$ cat src/rtl/lcd_timing_pkg.sv
// Shared types and constants for the 480x272 LCD raster timing generator.
// Colour-bar table is used only when LCD_TIMING_PATTERN_EN is defined.
package lcd_timing_pkg;

  localparam int CNT_W     = 10;
  localparam int MAX_TOTAL = 1 << CNT_W;

  localparam int DEF_H_ACTIVE = 480;
  localparam int DEF_H_FP     = 2;
  localparam int DEF_H_SYNC   = 41;
  localparam int DEF_H_BP     = 2;
  localparam int DEF_V_ACTIVE = 272;
  localparam int DEF_V_FP     = 2;
  localparam int DEF_V_SYNC   = 10;
  localparam int DEF_V_BP     = 2;

  typedef enum logic [1:0] {
    PH_SYNC,
    PH_BP,
    PH_ACT,
    PH_FP
  } phase_e;

  // {R,G,B} on/off per bar; index 0 is the leftmost (white) bar
  localparam logic [7:0][2:0] BAR_RGB = {
    3'b000, 3'b001, 3'b100, 3'b101,
    3'b010, 3'b011, 3'b110, 3'b111
  };

endpackage

$ cat src/rtl/lcd_axis_counter.sv
// One raster axis: position counter plus SYNC/BP/ACT/FP phase decode.
// pos/phase are next-state values so the parent can register them directly.
module lcd_axis_counter
  import lcd_timing_pkg::*;
#(
  parameter int SYNC   = 1,
  parameter int BP     = 1,
  parameter int ACTIVE = 1,
  parameter int FP     = 1
) (
  input  logic             CLK,
  input  logic             nRESET,
  input  logic             step,
  output logic [CNT_W-1:0] pos,
  output phase_e           phase,
  output logic             wrap
);

  localparam int TOTAL = SYNC + BP + ACTIVE + FP;

  if (TOTAL > MAX_TOTAL || SYNC == 0 || BP == 0 ||
      ACTIVE == 0 || FP == 0) begin : g_bad_geom
    $error("lcd_axis_counter: invalid geometry");
  end

  localparam logic [CNT_W-1:0] LAST  = CNT_W'(TOTAL - 1);
  localparam logic [CNT_W-1:0] E_SYN = CNT_W'(SYNC);
  localparam logic [CNT_W-1:0] E_BP  = CNT_W'(SYNC + BP);
  localparam logic [CNT_W-1:0] E_ACT = CNT_W'(SYNC + BP + ACTIVE);

  logic [CNT_W-1:0] r_pos;

  assign wrap = step & (r_pos == LAST);

  always_comb begin
    pos = r_pos;
    if (step)
      pos = wrap ? '0 : r_pos + 1'b1;
  end

  always_comb begin
    phase = PH_FP;
    if (pos < E_SYN)
      phase = PH_SYNC;
    else if (pos < E_BP)
      phase = PH_BP;
    else if (pos < E_ACT)
      phase = PH_ACT;
  end

  // Reset parks the axis in FP so the first step lands on 0
  always_ff @(posedge CLK) begin
    if (!nRESET)
      r_pos <= LAST;
    else
      r_pos <= pos;
  end

endmodule

$ cat src/rtl/lcd_timing_gen.sv
// Hsync/Vsync/DE raster generator with active-area coordinates.
// Define LCD_TIMING_PATTERN_EN to add the 8-bar colour test pattern outputs.
module lcd_timing_gen
  import lcd_timing_pkg::*;
#(
  parameter int H_ACTIVE = DEF_H_ACTIVE,
  parameter int H_FP     = DEF_H_FP,
  parameter int H_SYNC   = DEF_H_SYNC,
  parameter int H_BP     = DEF_H_BP,
  parameter int V_ACTIVE = DEF_V_ACTIVE,
  parameter int V_FP     = DEF_V_FP,
  parameter int V_SYNC   = DEF_V_SYNC,
  parameter int V_BP     = DEF_V_BP
) (
  input  logic             CLK,
  input  logic             nRESET,
  input  logic             pix_en,
  output logic             Hsync,
  output logic             Vsync,
  output logic             DE,
  output logic [CNT_W-1:0] hcnt,
  output logic [CNT_W-1:0] vcnt,
  output logic             line_start,
  output logic             frame_start
`ifdef LCD_TIMING_PATTERN_EN
  ,
  output logic [7:0]       pat_R,
  output logic [7:0]       pat_G,
  output logic [7:0]       pat_B
`endif
);

  logic             w_h_wrap;
  logic             w_v_wrap;
  logic             w_v_step;
  logic             w_de;
  logic [CNT_W-1:0] w_h_pos;
  logic [CNT_W-1:0] w_v_pos;
  logic [CNT_W-1:0] w_hcnt;
  logic [CNT_W-1:0] w_vcnt;
  phase_e           w_h_ph;
  phase_e           w_v_ph;

  assign w_v_step = pix_en & w_h_wrap;

  lcd_axis_counter #(
    .SYNC  (H_SYNC),
    .BP    (H_BP),
    .ACTIVE(H_ACTIVE),
    .FP    (H_FP)
  ) u_h (
    .CLK   (CLK),
    .nRESET(nRESET),
    .step  (pix_en),
    .pos   (w_h_pos),
    .phase (w_h_ph),
    .wrap  (w_h_wrap)
  );

  lcd_axis_counter #(
    .SYNC  (V_SYNC),
    .BP    (V_BP),
    .ACTIVE(V_ACTIVE),
    .FP    (V_FP)
  ) u_v (
    .CLK   (CLK),
    .nRESET(nRESET),
    .step  (w_v_step),
    .pos   (w_v_pos),
    .phase (w_v_ph),
    .wrap  (w_v_wrap)
  );

  assign w_de   = (w_h_ph == PH_ACT) && (w_v_ph == PH_ACT);
  assign w_hcnt = w_de ? w_h_pos - CNT_W'(H_SYNC + H_BP) : '0;
  assign w_vcnt = (w_v_ph == PH_ACT) ?
                  w_v_pos - CNT_W'(V_SYNC + V_BP) : '0;

  // Wrap strobes already carry pix_en, so the pulses drop when disabled
  always_ff @(posedge CLK) begin
    if (!nRESET) begin
      Hsync       <= 1'b1;
      Vsync       <= 1'b1;
      DE          <= 1'b0;
      hcnt        <= '0;
      vcnt        <= '0;
      line_start  <= 1'b0;
      frame_start <= 1'b0;
    end else begin
      line_start  <= w_h_wrap;
      frame_start <= w_v_wrap;
      if (pix_en) begin
        Hsync <= (w_h_ph != PH_SYNC);
        Vsync <= (w_v_ph != PH_SYNC);
        DE    <= w_de;
        hcnt  <= w_hcnt;
        vcnt  <= w_vcnt;
      end
    end
  end

`ifdef LCD_TIMING_PATTERN_EN
  logic [2:0] w_bar;
  logic [2:0] w_rgb;

  assign w_bar = 3'(w_hcnt / CNT_W'(H_ACTIVE / 8));
  assign w_rgb = BAR_RGB[w_bar];

  always_ff @(posedge CLK) begin
    if (!nRESET) begin
      pat_R <= 8'h00;
      pat_G <= 8'h00;
      pat_B <= 8'h00;
    end else if (pix_en) begin
      pat_R <= (w_de && w_rgb[2]) ? 8'hFF : 8'h00;
      pat_G <= (w_de && w_rgb[1]) ? 8'hFF : 8'h00;
      pat_B <= (w_de && w_rgb[0]) ? 8'hFF : 8'h00;
    end
  end
`endif

endmodule
$ cat config.mk
export PLATFORM = sky130hd
export DESIGN_NAME = lcd_timing_gen
export DESIGN_NICKNAME = d
export VERILOG_FILES = /design/src/rtl/lcd_timing_pkg.sv /design/src/rtl/lcd_axis_counter.sv /design/src/rtl/lcd_timing_gen.sv
export SDC_FILE = /design/constraint.sdc
export NUM_CORES = 1
export LEC_CHECK = 0
export ABC_AREA = 0
export CAP_MARGIN = 20
export CORE_UTILIZATION = 60
export DETAILED_ROUTE_END_ITERATION = 8
export PLACE_DENSITY_LB_ADDON = 0.1
export SETUP_SLACK_MARGIN = 0.3
export SYNTH_ARGS = -nofsm -noshare
export SYNTH_HDL_FRONTEND = slang
export SYNTH_SLANG_ARGS = --single-unit
$ cat constraint.sdc
create_clock -name CLK -period 9.5 [get_ports CLK]
set_input_delay 2.85 -clock CLK [delete_from_list [all_inputs] [get_ports CLK]]
set_output_delay 2.85 -clock CLK [all_outputs]
set_load 0.02 [all_outputs]
# Yosys cells after proc, flatten, opt, wreduce, memory -nomap -nowiden
# Index checks and enable logic that the tools add are counted.
# totals
word_cells,41
register_bits,45
in_bits,3
out_inout_bits,25
# classes
n_eq_ne,4
order_cmp,6
n_bitwise,3
reduce_logical,3
add_sub_neg,4
muxes,12
# ops
op,count
10-bit two-way mux,6
10-bit by 1-bit adder with 10-bit output (second input constant),2
10-bit by 4-bit less-than comparator with 1-bit output (second input constant),2
10-bit by 6-bit less-than comparator with 1-bit output (second input constant),2
10-bit equality test (second input constant),1
10-bit by 9-bit equality test with 1-bit output (second input constant),1
10-bit less-than comparator (second input constant),1
10-bit by 9-bit less-than comparator with 1-bit output (second input constant),1
10-bit by 4-bit subtractor with 10-bit output (second input constant),1
10-bit by 6-bit subtractor with 10-bit output (second input constant),1
2-bit two-way mux,4
2-bit equality test (second input constant),2
2-bit nonzero test,2
1-bit AND,3
1-bit two-way mux,2
1-bit logical AND,1

# Logic depth before layout (Yosys ltp)
# depth
ltp_word,13
mapped_depth,14
ltp_nobuf,12

# By module
# From an unflattened synthesis, not the netlist that was laid out.
# hier_totals
hier_cells,306
area_unflattened_um2,2635.0
# modules_own_cells
module,seq_area_each_um2,area_each_um2,cells_per_inst,n_inst
lcd_timing_gen,500.5,1143.6,126,1
lcd_axis_counter at u_h,200.2,764.5,91,1
lcd_axis_counter at u_v,200.2,726.9,89,1

# Worst setup path after synthesis
# OpenSTA, ideal clock, no wires.
# synth_timing
path_type,input -> register
startpoint,input port pix_en
endpoint,register hcnt[5]
cell_stages,11
t_arrival_ns,5.570
setup_ns,0.142
setup_slack_ns,3.788
path_buffers,1
t_required_ns,9.358
path_cell_list,buf_2 nand3_1 nor3_1 nor2_1 mux2i_1 inv_1 ha_1 o21ai_0 a211oi_1 o21ai_1 o41ai_1
# synth_between
word_cells_on_any_way,24
cone_classes,add/sub (1); order compare (6); eq/ne (2); mux (11); bitwise (3); reduce/logical (1)
# synth_rtl
element,line_no,rtl
"start, declared",lcd_timing_gen.sv:17,"input logic pix_en,"
1-bit AND,lcd_axis_counter.sv:33,assign wrap = step & (r_pos == LAST);
10-bit two-way mux,lcd_axis_counter.sv:38,pos = wrap ? '0 : r_pos + 1'b1;
10-bit two-way mux *,lcd_axis_counter.sv:37,if (step)
via u_h.pos[0],lcd_axis_counter.sv:14,"output logic [CNT_W-1:0] pos,"
10-bit less-than comparator,lcd_axis_counter.sv:47,else if (pos < E_ACT)
1-bit two-way mux,lcd_axis_counter.sv:47,
2-bit two-way mux,lcd_axis_counter.sv:45,else if (pos < E_BP)
2-bit two-way mux,lcd_axis_counter.sv:43,if (pos < E_SYN)
2-bit equality test,lcd_timing_gen.sv:74,assign w_de = (w_h_ph == PH_ACT) && (w_v_ph == PH_ACT);
1-bit logical AND,lcd_timing_gen.sv:74,
10-bit two-way mux *,lcd_timing_gen.sv:75,assign w_hcnt = w_de ? w_h_pos - CNT_W'(H_SYNC + H_BP) : '0;
"end signal, assigned",lcd_timing_gen.sv:96,hcnt <= w_hcnt;
"end, declared",lcd_timing_gen.sv:21,"output logic [CNT_W-1:0] hcnt,"
# Mark *: on every way through the listed nets, which the timed path passes. The rest lies on a longest branch.
# A chain may end at the register's enable or synchronous reset.

# Worst setup path in the final report
# Ends and elaborated chain as after synthesis.

==> impl_metrics.csv <==
group,metric,value,unit
status,status,"finished, final reports clean",
timing,drv_slew,0,
setup_path,crit_path_start_kind,"input port",
clocking,post-cts-setup-buffers,0,
detailed_routing,firstDrtPassIters,5,
detailed_routing,ant_nets,0,
clocking,root_buffer,"clkbuf_8",
synthesis,synth_edf_count,0,
detailed_routing,drc,0,
synthesis,yosysWarnings,0,
synthesis,synthMuxAreaShare,0.01579,
layout,diodes,0,
timing,max_freq,140.3,MHz
synthesis,synth_compound_area_frac,0.2239,
setup_path,path_class,"input port to flop",
synthesis,synth_top_family_by_area,"simple AND/OR/NAND/NOR gates",
placement,post-dp-hpwl,4204,microns
synthesis,yosys.area.top_type,"dfxtp_1",
synthesis,synth_flop_cell,"dfxtp_1",
detailed_routing,vias_per_cell,6.401,
synthesis,synth.avg_cell_area,8.546,sq um
detailed_routing,routedWlPerCell,16.26,microns
timing,period_share,0.7502,
synthesis,synth_top_area_frac,0.3445,
timing,final-hold-violation-count,0,
synthesis,synth.most_common_cell,"dfxtp_1",
synthesis,async_flop_share,0,
power,p_leak,1.080,nW
floorplan,initial_core_util,0.6399,
layout,multiInputGateArea,1579,sq um
timing,setup_viol,0,
clocking,insertion_delay,300,ps
floorplan,num_io_pins,28,
synthesis,synthCells,306,
synthesis,synthAdderAreaFrac,0.03828,
floorplan,die_x,68.02,microns
layout,drive_above_1_share,0.09877,
setup_path,worstPathRequired,9660,ps
worst_hold_path,hold_class,"flop to flop",
detailed_routing,wl,6080,microns
clocking,postCtsHoldBufs,0,
clocking,cts_resized,0,
clocking,cts_buffers,5,
placement,routabilityCongestion,0.9521,
timing,post-route-min-period,7127,ps
power,ir_drop,0.1486,mV
floorplan,core,4086,sq um
timing,timing.setup.tns,0,ps
synthesis,synth.ff_latch_count,45,
clocking,cts_sinks,45,
grt,grt_overflow,0,
synthesis,synth-xor-area-share,0.05694,
clocking,clock_path_buffers,2,
timing,tightest_slew,899.9,ps
synthesis,synth_fp_nets,317,
synthesis,synth.area.top_cells,"dfxtp_1 34%, nand2_1 6.2%, xnor2_1 4.7%, ha_1 3.8%, o21ai_2 3.7%",
grt,grt_pass1_wl,9639,microns
placement,postPlaceCellArea,2861,sq um
clocking,htree_levels,2,
flow_run,max-cap-violations,0,
synthesis,synthDistinctLibCells,62,
grt,grt_max_degree,29,
grt,grt_pass1_vias,1993,
layout,fillers,325,
timing,grt_setup_unrepaired,"no",
placement,pre_cts_slack,2164,ps
detailed_routing,drt-initial-drc-count,179,
power,p_per_area,236.1,nW/um^2
layout,nets,335,
grt,antenna_found_initial,0,
synthesis,netlist_area,2615,sq um
floorplan,rows,23,
layout,fin_util,0.7257,
timing,worst_slack,2373,ps
grt,grt_util_all_layers,0.2813,
floorplan,dieHeight,68.02,microns
placement,io_buffers,27,
timing,clock_skew,6.531,ps
clocking,path_clk_slew,90,ps
setup_path,worstPathArrival,7290,ps
timing,maxSlewHeadroom,0.3954,
floorplan,dieArea,4626,sq um
synthesis,synthTopCellsByCount,"45 x dfxtp_1, 43 x nand2_1, 14 x xnor2_1",
layout,final_area,2965,sq um
detailed_routing,via_count,2394,
clocking,cts_tree,"yes",
layout,register_area,900.9,sq um
setup_path,crit_fanout,19,
layout,area_delta_synth_final,13.40,%
setup_path,endpoint_kind,"flop",
synthesis,synth_simple_gate_area_frac,0.2689,
synthesis,ys_seq_area_frac,0.3445,
-- metrics by stage --
stage / std cells / power [mW] / hold WS [ps]
after detailed placement: 367 / 0.5500 / 441.6
after CTS: 374 / 0.6941 / 459.4
final: 374 / 0.7001 / 455.7
after global routing: 374 / 0.7404 / 482.1
after floorplan: 306 / 0.4682 / 528.8
after global placement: 367 / 0.5441 / 434.5
-- cells in the final DEF (no fill, tap or decap), drive strengths merged, types with 4 or more instances in the layout --
| cell type | instances |
|---|---|
| a21oi | 6 |
| and2 | 4 |
| and3 | 8 |
| clkbuf | 5 |
| clkdlybuf4s50 | 27 |
| dfxtp | 45 |
| ha | 8 |
| inv | 11 |
| nand2 | 43 |
| nand3 | 10 |
| nand4 | 7 |
| nor2 | 13 |
| nor2b | 11 |
| nor3 | 8 |
| nor4 | 8 |
| o21a | 6 |
| o21ai | 21 |
| o31ai | 11 |
| or2 | 4 |
| xnor2 | 14 |
-- power breakdown --
part | internal, mW | switching, mW
Clock | 0.0766 | 0.0669
Sequential | 0.218 | 0.0270
Combinational | 0.123 | 0.188
Total | 0.418 | 0.282
-- layout make-up --
type,count,area share
repair buffers,28,0.09367
well taps,50,0.02110
flip-flops and latches,45,0.3038
inverters,11,0.01392
multi-input cells,233,0.5325
clock buffers,5,0.02321
clock inverters,2,0.01181
-- routing by layer --
metal,vias to the layer above,GRT usage,wire (microns)
met5,-,0,0
met4,0,0.08073,77
met3,7,0.05500,449
met2,115,0.4167,2579
met1,1119,0.4075,2973
li1,1153,-,-
-- kinds of logic (layout without fill, tap and decap cells) --
kind of cell,after synthesis,after routing
and+or+nand+nor,130,130
AOI/OAI and AO/OA,74,74
DFF,45,45
buffers and inverters,28,46
xor gates and xnor gates,17,17
adders and majority gates,8,8
muxes,4,4
-- flip-flops by register name (all words and copies together) (netlist names), 10 cells and up --
signal     flops
u_h.r_pos     10
vcnt          10
u_v.r_pos     10
hcnt          10
-- final timing paths --
| kind | from | endpoint | slack (ps) | cells after the start |
|---|---|---|---|---|
| worst max-delay path | pix_en | hcnt[5] | 2370 | 11 |
| worst min-delay path | vcnt[5] | vcnt[5] | 460 | 2 |
| worst min register to register | vcnt[5] | vcnt[5] | 460 | 2 |
| worst max register to register | u_h.r_pos[0] | hcnt[5] | 5350 | 12 |
-- worst max-delay path, cell delays in order --
cell and delay (ps):
clkdlybuf4s50_1 910, nand3_1 440, nor3_1 850, nor2_1 80, mux2i_1 230, inv_1 110, ha_1 250, o21ai_0 480
a211oi_1 200, o21ai_1 720, o41ai_1 180
Note: power is estimated with default switching activity, not from simulation.
